<file path="src/rtl/alu_issue_stage.sv">
// EX-stage front end: decodes an RV32I instruction into ALU opcode/operands and
// hands the result to the ALU through a two-entry valid/ready skid buffer.
module alu_issue_stage #(
  parameter int DATA_WIDTH    = 32,
  parameter int OPCODE_LENGTH = 4
) (
  input  logic                     clk,
  input  logic                     reset,
  input  logic                     in_valid,
  output logic                     in_ready,
  input  logic [31:0]              instr,
  input  logic [DATA_WIDTH-1:0]    pc,
  input  logic [DATA_WIDTH-1:0]    rs1_data,
  input  logic [DATA_WIDTH-1:0]    rs2_data,
  input  logic                     flush,
  output logic                     out_valid,
  input  logic                     out_ready,
  output logic [DATA_WIDTH-1:0]    SrcA,
  output logic [DATA_WIDTH-1:0]    SrcB,
  output logic [OPCODE_LENGTH-1:0] Operation,
  output logic                     is_branch,
  output logic                     illegal,
  output logic [DATA_WIDTH-1:0]    pc_out,
  output logic [4:0]               rd_out
);

  // state  | meaning
  // EMPTY  | nothing buffered, out_valid low
  // ONE    | payload in main only
  // FULL   | main and skid both hold payloads, input stalled
  typedef enum logic [1:0] {EMPTY, ONE, FULL} state_t;

  typedef struct packed {
    logic [DATA_WIDTH-1:0]    src_a;
    logic [DATA_WIDTH-1:0]    src_b;
    logic [OPCODE_LENGTH-1:0] op;
    logic                     br;
    logic                     ill;
    logic [DATA_WIDTH-1:0]    pc;
    logic [4:0]               rd;
  } payload_t;

  localparam logic [OPCODE_LENGTH-1:0] OP_AND = OPCODE_LENGTH'(4'b0000);
  localparam logic [OPCODE_LENGTH-1:0] OP_OR  = OPCODE_LENGTH'(4'b0001);
  localparam logic [OPCODE_LENGTH-1:0] OP_ADD = OPCODE_LENGTH'(4'b0010);
  localparam logic [OPCODE_LENGTH-1:0] OP_XOR = OPCODE_LENGTH'(4'b0011);
  localparam logic [OPCODE_LENGTH-1:0] OP_SLL = OPCODE_LENGTH'(4'b0100);
  localparam logic [OPCODE_LENGTH-1:0] OP_SRL = OPCODE_LENGTH'(4'b0101);
  localparam logic [OPCODE_LENGTH-1:0] OP_SUB = OPCODE_LENGTH'(4'b0110);
  localparam logic [OPCODE_LENGTH-1:0] OP_SRA = OPCODE_LENGTH'(4'b0111);
  localparam logic [OPCODE_LENGTH-1:0] OP_EQ  = OPCODE_LENGTH'(4'b1000);
  localparam logic [OPCODE_LENGTH-1:0] OP_GE  = OPCODE_LENGTH'(4'b1001);
  localparam logic [OPCODE_LENGTH-1:0] OP_NE  = OPCODE_LENGTH'(4'b1010);
  localparam logic [OPCODE_LENGTH-1:0] OP_LT  = OPCODE_LENGTH'(4'b1100);

  localparam logic [6:0] OPC_R      = 7'b0110011;
  localparam logic [6:0] OPC_I      = 7'b0010011;
  localparam logic [6:0] OPC_LOAD   = 7'b0000011;
  localparam logic [6:0] OPC_JALR   = 7'b1100111;
  localparam logic [6:0] OPC_STORE  = 7'b0100011;
  localparam logic [6:0] OPC_BRANCH = 7'b1100011;
  localparam logic [6:0] OPC_LUI    = 7'b0110111;
  localparam logic [6:0] OPC_AUIPC  = 7'b0010111;
  localparam logic [6:0] OPC_JAL    = 7'b1101111;

  logic [6:0] opcode;
  logic [2:0] f3;
  logic       f7_zero;
  logic       f7_alt;
  logic [DATA_WIDTH-1:0] imm_i;
  logic [DATA_WIDTH-1:0] imm_s;
  logic [DATA_WIDTH-1:0] imm_u;
  logic [DATA_WIDTH-1:0] shamt;
  logic unused_rs_fields;

  assign opcode  = instr[6:0];
  assign f3      = instr[14:12];
  assign f7_zero = (instr[31:25] == 7'b0000000);
  assign f7_alt  = (instr[31:25] == 7'b0100000);
  assign imm_i   = DATA_WIDTH'($signed(instr[31:20]));
  assign imm_s   = DATA_WIDTH'($signed({instr[31:25], instr[11:7]}));
  assign imm_u   = DATA_WIDTH'({instr[31:12], 12'b0});
  assign shamt   = DATA_WIDTH'(instr[24:20]);
  // Register specifiers were already consumed by the register-read stage.
  assign unused_rs_fields = ^instr[24:15];

  payload_t dec;

  always_comb begin
    dec       = '0;
    dec.pc    = pc;
    dec.rd    = instr[11:7];
    dec.op    = OP_AND;
    case (opcode)
      OPC_R: begin
        dec.src_a = rs1_data;
        dec.src_b = rs2_data;
        dec.ill   = !(f7_zero || (f7_alt && (f3 == 3'b000 || f3 == 3'b101)));
        case (f3)
          3'b000:  dec.op = f7_alt ? OP_SUB : OP_ADD;
          3'b001:  dec.op = OP_SLL;
          3'b010:  dec.op = OP_LT;
          3'b100:  dec.op = OP_XOR;
          3'b101:  dec.op = f7_alt ? OP_SRA : OP_SRL;
          3'b110:  dec.op = OP_OR;
          3'b111:  dec.op = OP_AND;
          default: dec.ill = 1'b1;
        endcase
      end
      OPC_I: begin
        dec.src_a = rs1_data;
        dec.src_b = imm_i;
        case (f3)
          3'b000: dec.op = OP_ADD;
          3'b010: dec.op = OP_LT;
          3'b100: dec.op = OP_XOR;
          3'b110: dec.op = OP_OR;
          3'b111: dec.op = OP_AND;
          3'b001: begin
            dec.op    = OP_SLL;
            dec.src_b = shamt;
            dec.ill   = !f7_zero;
          end
          3'b101: begin
            dec.op    = f7_alt ? OP_SRA : OP_SRL;
            dec.src_b = shamt;
            dec.ill   = !(f7_zero || f7_alt);
          end
          default: dec.ill = 1'b1;
        endcase
      end
      OPC_LOAD, OPC_JALR: begin
        dec.op    = OP_ADD;
        dec.src_a = rs1_data;
        dec.src_b = imm_i;
      end
      OPC_STORE: begin
        dec.op    = OP_ADD;
        dec.src_a = rs1_data;
        dec.src_b = imm_s;
      end
      OPC_BRANCH: begin
        dec.src_a = rs1_data;
        dec.src_b = rs2_data;
        dec.br    = 1'b1;
        case (f3)
          3'b000:  dec.op = OP_EQ;
          3'b001:  dec.op = OP_NE;
          3'b100:  dec.op = OP_LT;
          3'b101:  dec.op = OP_GE;
          default: dec.ill = 1'b1;
        endcase
      end
      OPC_LUI: begin
        dec.op    = OP_ADD;
        dec.src_b = imm_u;
      end
      OPC_AUIPC: begin
        dec.op    = OP_ADD;
        dec.src_a = pc;
        dec.src_b = imm_u;
      end
      OPC_JAL: begin
        dec.op    = OP_ADD;
        dec.src_a = pc;
        dec.src_b = DATA_WIDTH'(4);
      end
      default: dec.ill = 1'b1;
    endcase
    // Illegal payloads still flow, but carry no operands or branch intent.
    if (dec.ill) begin
      dec.op    = OP_AND;
      dec.src_a = '0;
      dec.src_b = '0;
      dec.br    = 1'b0;
    end
  end

  state_t   state_q;
  payload_t main_q;
  payload_t skid_q;
  logic     in_ready_q;
  logic     accept;
  logic     drain;

  assign out_valid = (state_q != EMPTY);
  assign in_ready  = in_ready_q;
  assign accept    = in_valid && in_ready_q && !flush && !reset;
  assign drain     = out_valid && out_ready;

  always_ff @(posedge clk) begin
    if (reset) begin
      state_q    <= EMPTY;
      main_q     <= '0;
      skid_q     <= '0;
      in_ready_q <= 1'b1;
    end else if (flush) begin
      state_q    <= EMPTY;
      in_ready_q <= 1'b1;
    end else begin
      case (state_q)
        EMPTY: begin
          if (accept) begin
            main_q  <= dec;
            state_q <= ONE;
          end
        end
        ONE: begin
          if (accept && drain) begin
            main_q <= dec;
          end else if (accept) begin
            skid_q  <= dec;
            state_q <= FULL;
          end else if (drain) begin
            state_q <= EMPTY;
          end
        end
        FULL: begin
          if (drain) begin
            main_q  <= skid_q;
            state_q <= ONE;
          end
        end
        default: state_q <= EMPTY;
      endcase
      // in_ready mirrors "next state is not FULL" so it never sees out_ready combinationally.
      in_ready_q <= !(((state_q == ONE) && accept && !drain) ||
                      ((state_q == FULL) && !drain));
    end
  end

  assign SrcA      = main_q.src_a;
  assign SrcB      = main_q.src_b;
  assign Operation = main_q.op;
  assign is_branch = main_q.br;
  assign illegal   = main_q.ill;
  assign pc_out    = main_q.pc;
  assign rd_out    = main_q.rd;

endmodule

</file>
<file path="config.mk">
export PLATFORM = sky130hd
export DESIGN_NAME = alu_issue_stage
export DESIGN_NICKNAME = d
export VERILOG_FILES = /design/src/rtl/alu_issue_stage.sv
export SDC_FILE = /design/constraint.sdc
export NUM_CORES = 1
export LEC_CHECK = 0
export CORE_ASPECT_RATIO = 2
export CORE_MARGIN = 3
export CORE_UTILIZATION = 39
export DETAILED_ROUTE_END_ITERATION = 6
export GPL_TIMING_DRIVEN = 0
export PLACE_DENSITY = 0.67
export SKIP_LAST_GASP = 1
export SLEW_MARGIN = 15
export SYNTH_ARGS = -nofsm -noshare
export SYNTH_HDL_FRONTEND = slang
export SYNTH_SLANG_ARGS = --single-unit
</file>
<file path="constraint.sdc">
create_clock -name clk -period 7 [get_ports clk]
set_clock_uncertainty 0.1 [all_clocks]
set_input_delay 1.4 -clock clk [delete_from_list [all_inputs] [get_ports clk]]
set_output_delay 1.4 -clock clk [all_outputs]
set_load 0.1 [all_outputs]
</file>
## Word-level counts from Yosys, hierarchy flattened

Index checks and enable logic that the tools add are counted.

- Flip-flop bits (word level): 217
- Bits of input ports: 133
- Output and inout port bits: 109
- Word-level logic and storage cells: 103

- Eq/ne operators: 23
- Muxes and demuxes: 24
- Bitwise operators: 2
- Reduce and logical (&&, ||, !) cells: 38

Operators by type and width:

| operator | number |
|---|---|
| two-way mux 107 bit | 3 |
| one-hot mux 107 bit (3 select lines) | 1 |
| one-hot mux 36 bit (7 select lines) | 1 |
| two-way mux 69 bit | 1 |
| one-hot mux 32 bit (2 select lines) | 1 |
| one-hot mux 4 bit (6 select lines) | 2 |
| two-way mux 32 bit | 1 |
| == test 7 x 6 -> 1 bit (second input constant) | 4 |
| == test 7 bit (second input constant) | 3 |
| one-hot mux 4 bit (4 select lines) | 1 |
| == test 7 x 5 -> 1 bit (second input constant) | 2 |
| == test 3 bit (second input constant) | 4 |
| two-way mux 2 bit | 6 |
| OR reduction 6 bit | 2 |
| OR reduction 2 bit | 5 |
| logical AND 1 bit | 9 |
| != test 2 bit (second input constant) | 4 |
| AND reduction 4 bit | 2 |
| == test 7 x 2 -> 1 bit (second input constant) | 1 |
| zero test 1 bit | 7 |
| zero test 7 bit | 1 |
| OR reduction 7 bit | 1 |
| one-hot mux 2 bit (3 select lines) | 1 |
| AND reduction 5 bit | 1 |
| other kinds (17) | 23 |

## Depth between registers and ports, before layout

- Depth after elaboration: 10
- Mapped depth: 10
- Mapped depth without buffers: 6

## Worst setup path before layout

OpenSTA, ideal clock, no wires.

- Path kind: in2reg
- Start point: in instr[25]
- End point: reg skid_q[65] in the netlist's numbering
- Setup time: 0.059 ns
- Arrival time: 3.080 ns
- Data required time: 6.841 ns
- Slack: 3.762 ns
- Stages on the path: 7
- Path buffers: 2
- Cell sequence: or4_4 -> nor3_4 -> a31oi_2 -> nor4_4 -> buf_2 -> buf_4 -> a22o_1

- Longest elaborated chain between the ends: 7
- Elaborated cells between the ends (all ways): 12
- Classes of those cells: 1 x eq/ne; 4 x mux; 7 x reduce/logical

Ends and longest elaborated chain:

| element | RTL line | source |
|---|---|---|
| start, declared | 11 | `input logic [31:0] instr,` |
| == test 7 x 6 -> 1 bit | 79 | `assign f7_alt = (instr[31:25] == 7'b0100000);` |
| logical AND 1 bit | 98 | `dec.ill = !(f7_zero \|\| (f7_alt && (f3 == 3'b000 \|\| f3 == 3'b101)));` |
| logical OR 1 bit | 98 |  |
| zero test 1 bit | 98 |  |
| two-way mux 1 bit | 99 | `case (f3)` |
| one-hot mux 1 bit (4 select lines) * | 94 | `case (opcode)` |
| two-way mux 69 bit * | 171 | `if (dec.ill) begin` |
| end signal, assigned | 195 | `skid_q <= '0;` |
| end signal, assigned | 212 | `skid_q <= dec;` |
| end, declared | 181 | `payload_t skid_q;` |

Every way passes the cells marked *; elsewhere a longest branch is shown, timed or not.
A chain may end at the register's enable or synchronous reset.

## Worst setup path after layout

- Start point: in instr[4]
- End point: reg main_q (netlist bit SrcA[29])

- Longest elaborated chain between the ends: 6
- Elaborated cells between the ends (all ways): 18
- Classes of those cells: 9 x eq/ne; 6 x mux; 3 x reduce/logical

Ends and longest elaborated chain:

| element | RTL line | source |
|---|---|---|
| == test 7 bit (tied with other cells) | 94 |  |
| OR reduction 6 bit (no source line) or OR reduction 2 bit (tied branches) | -- |  |
| one-hot mux 1 bit (4 select lines) or one-hot mux 32 bit (2 select lines) (tied branches) | 94 |  |
| two-way mux 69 bit * | 171 |  |
| two-way mux 107 bit (on tied branches) | 209, 203 |  |
| one-hot mux 107 bit (3 select lines) * | 201 | `case (state_q)` |
| end signal, assigned | 220 | `main_q <= skid_q;` |
| end, declared | 180 | `payload_t main_q;` |

Every way passes the cells marked *; elsewhere a longest branch is shown, timed or not. The select of a mux whose other input is x is not followed.

==> flow_metrics.py <==
metrics = {
    "clocking": {
        "htree_levels": 1,
        "clock-root-buffer": "clkbuf_16",
        "clockBufferDepth": 3,
        "cts_buffers": 20,
        "ctsResizeCount": 0,
        "cts_setup_buffers": 0,
        "postCtsHoldBufs": 0,
        "clk_latency_ns": 0.52,
        "cts_tree": "built",
        "cts.sinks": 217,
        "path_clk_slew_ns": 0.07,
    },
    "power": {
        "power_mw": 2.98,
        "p_per_area_nw_per_um2": 238,
        "p_leak_nw": 4.53,
        "peakVddDrop_mv": 0.187,
    },
    "detailed_routing": {
        "drt_wl_total_um": 34800,
        "num_vias": 9303,
        "drt_first_iter_violations": 647,
        "drcViolationCount": 0,
        "first_pass_iters": 5,
        "ant_nets": 0,
        "via_per_inst": 5.83,
        "wl_per_cell_um": 21.8,
        "met3WireLength_um": 1810,
        "route.layer.met1.wl_um": 12000,
        "met2WireLength_um": 18900,
        "dr.max_layer_used": "met4",
    },
    "yosys": {
        "ys_seq_area_share_pct": 47.7,
        "ys_types": 50,
        "ys.flop_type": "dfxtp_1",
        "synthCells": 1039,
        "synth_warnings": 0,
        "syn_avg_cell_area_sq_um": 8.77,
        "ys_ff_latch": 217,
        "yosys.area.top_type": "dfxtp_1",
        "synth_common_cells": "dfxtp_1, nand2_1, nor2_1, a22o_1, clkbuf_1",
        "syn_area_sq_um": 9110,
        "synth-async-reset-ratio_pct": 0,
        "synth_top_area_share_pct": 47.7,
        "synth.most_common_cell": "dfxtp_1",
        "synth.area.top_cells": "dfxtp_1, a22o_1, nand2_1",
        "synth_edf_count": 0,
        "syn_nets": 1172,
    },
    "critical_path": {
        "crit_fanout": 10,
        "slowest_stage": "nor3_1",
        "criticalPathCategory": "input port to flop",
        "path_delay_family": "buffers and inverters",
        "crit_path_end_kind": "flop",
        "cp_common_cell": "nor3_1",
        "max_stage_delay_ns": 0.70,
        "arrival_ns": 4.40,
        "crit_path_cell_trace": "clkdlybuf4s50_1, and3b_1, buf_2, nor2_1, nor3_1, clkbuf_1, a22o_1, a221oi_1, nor3_1",
        "worstSetupStartpointType": "input port",
        "path_buf_inv": 3,
        "cp.required_ns": 7.34,
    },
    "global_routing": {
        "grt_pass1_vias": 9350,
        "grt.total_usage_pct": 26.5,
        "grt_max_degree": 16,
        "grt_pass1_wl_um": 52400,
        "overflow": 0,
        "antenna_found_initial": 1,
    },
    "die": {
        "pin_count": 242,
        "initial_core_util_pct": 39.9,
        "die_width_um": 114,
        "die-area_sq_um": 25400,
        "rows": 78,
        "core_area_sq_um": 22800,
        "die_h_um": 222,
    },
    "placement": {
        "post_dp_cell_area_sq_um": 11900,
        "io_buffer_count": 239,
        "dpl.hpwl_um": 26600,
        "gp_congestion": 0.908,
    },
    "sta": {
        "setup_viol": 0,
        "whs_ns": 0.356,
        "period_needed_ns": 4.07,
        "fmax_mhz": 246,
        "finalHoldViolations": 0,
        "tightest_slew_ns": 1.09,
        "maxSlewViolCount": 0,
        "rsz0062_at_grt": "false",
        "worst_slew_margin_rel_pct": 27.4,
        "fin_crit_sh_pct": 58.1,
        "tns_ns": 0,
    },
    "run": {
        "cap_violations": 0,
    },
    "layout": {
        "synthToLayoutAreaGrowth_pct": 37.6,
        "fin_area_sq_um": 12500,
        "drive_gt1_share_pct": 4.41,
        "nNetsFinal": 1433,
    },
    "min_path": {
        "hold_path.class": "flop to flop",
    },
    "outcome": {
        "outcome": "completed",
    },
}
-- cell usage in the layout, fill, tap and decap left out, types with 4 or more instances in the layout --
cell type / n
o21ai_0: 8
dfxtp_1: 217
buf_4: 6
clkbuf_8: 4
clkbuf_16: 21
a221o_1: 21
clkbuf_1: 91
nand2_1: 161
a21oi_1: 46
nor2_1: 118
nor2b_1: 6
and3_1: 4
clkdlybuf4s50_1: 239
a22o_1: 108
a221oi_1: 66
nand3_1: 6
a311oi_1: 38
a211oi_1: 4
a21o_1: 6
buf_2: 13
nor3_1: 75
-- sequential cells by signal, summed over array words and instances (netlist names) --
register and count:
state_q 2, Operation 4, skid_q 107, SrcA 32, in_ready 1, SrcB 32
pc_out 32, illegal 1, rd_out 5, is_branch 1
-- cell families (layout without fill, tap and decap cells) --
logic type	after synthesis	count (layout)	share of synthesized area, %
buf+inv	110	385	4.96
other cells	0	1	0
simple gates	397	397	19.3
flops	217	217	47.7
compound gates	310	310	27.6
mux	3	3	0.329
xor+xnor	2	2	0.192
-- worst reg2reg max path, delay by kind of cell (launching register included) --
| kind | cells | cell delay (ns) |
|---|---|---|
| DFF | 1 | 0.36 |
| AOI/OAI and AO/OA | 2 | 0.31 |
| buffers and inverters | 3 | 1.48 |
| and+or+nand+nor | 4 | 0.70 |
-- path summary, 6_finish.rpt --
check                           startpoint   endpoint  slack (ns)  cells after the start
worst max register to register  state_q[1]    SrcB[3]        3.95                      9
worst min-delay path             skid_q[6]  skid_q[6]        0.36                      2
worst max-delay path              instr[4]   SrcA[29]        2.93                      9
worst min register to register   skid_q[6]  skid_q[6]        0.36                      2
-- cell type report --
cell class                 count  area [sq um]
clock buffer                  30           599
timing repair buffer         239          2390
sequential                   217          4340
inverter                       2          7.51
multi-input combinational    712          4320
clock inverter                 6          83.8
antenna                        1          2.50
fill                        2200         10300
buffer                       108           444
tap                          280           350
-- metal layers --
layer / global-route usage, % / vias up
met5: 0 / -
met4: 14.8 / 0
met3: 3.82 / 86
met2: 50.4 / 371
met1: 26.8 / 4468
li1: - / 4378
-- stage by stage --
stage / std cells / setup slack, ns / util [%]
6_report: 1595 / 2.93 / 54.9
5_1_grt: 1595 / 2.66 / 54.9
4_1_cts: 1594 / 2.92 / 54.9
3_5_place_dp: 1558 / 2.39 / 51.9
3_3_place_gp: 1558 / 2.44 / 51.9
2_1_floorplan: 1039 / 3.76 / -
-- power by group --
group | internal, mW | total, mW | leakage, nW | switching [mW]
Clock | 0.669 | 1.17 | 0.338 | 0.500
Sequential | 1.27 | 1.28 | 1.76 | 0.0188
Combinational | 0.163 | 0.529 | 2.43 | 0.366
Total | 2.10 | 2.98 | 4.53 | 0.885
Power figures use the tool's default switching activity.
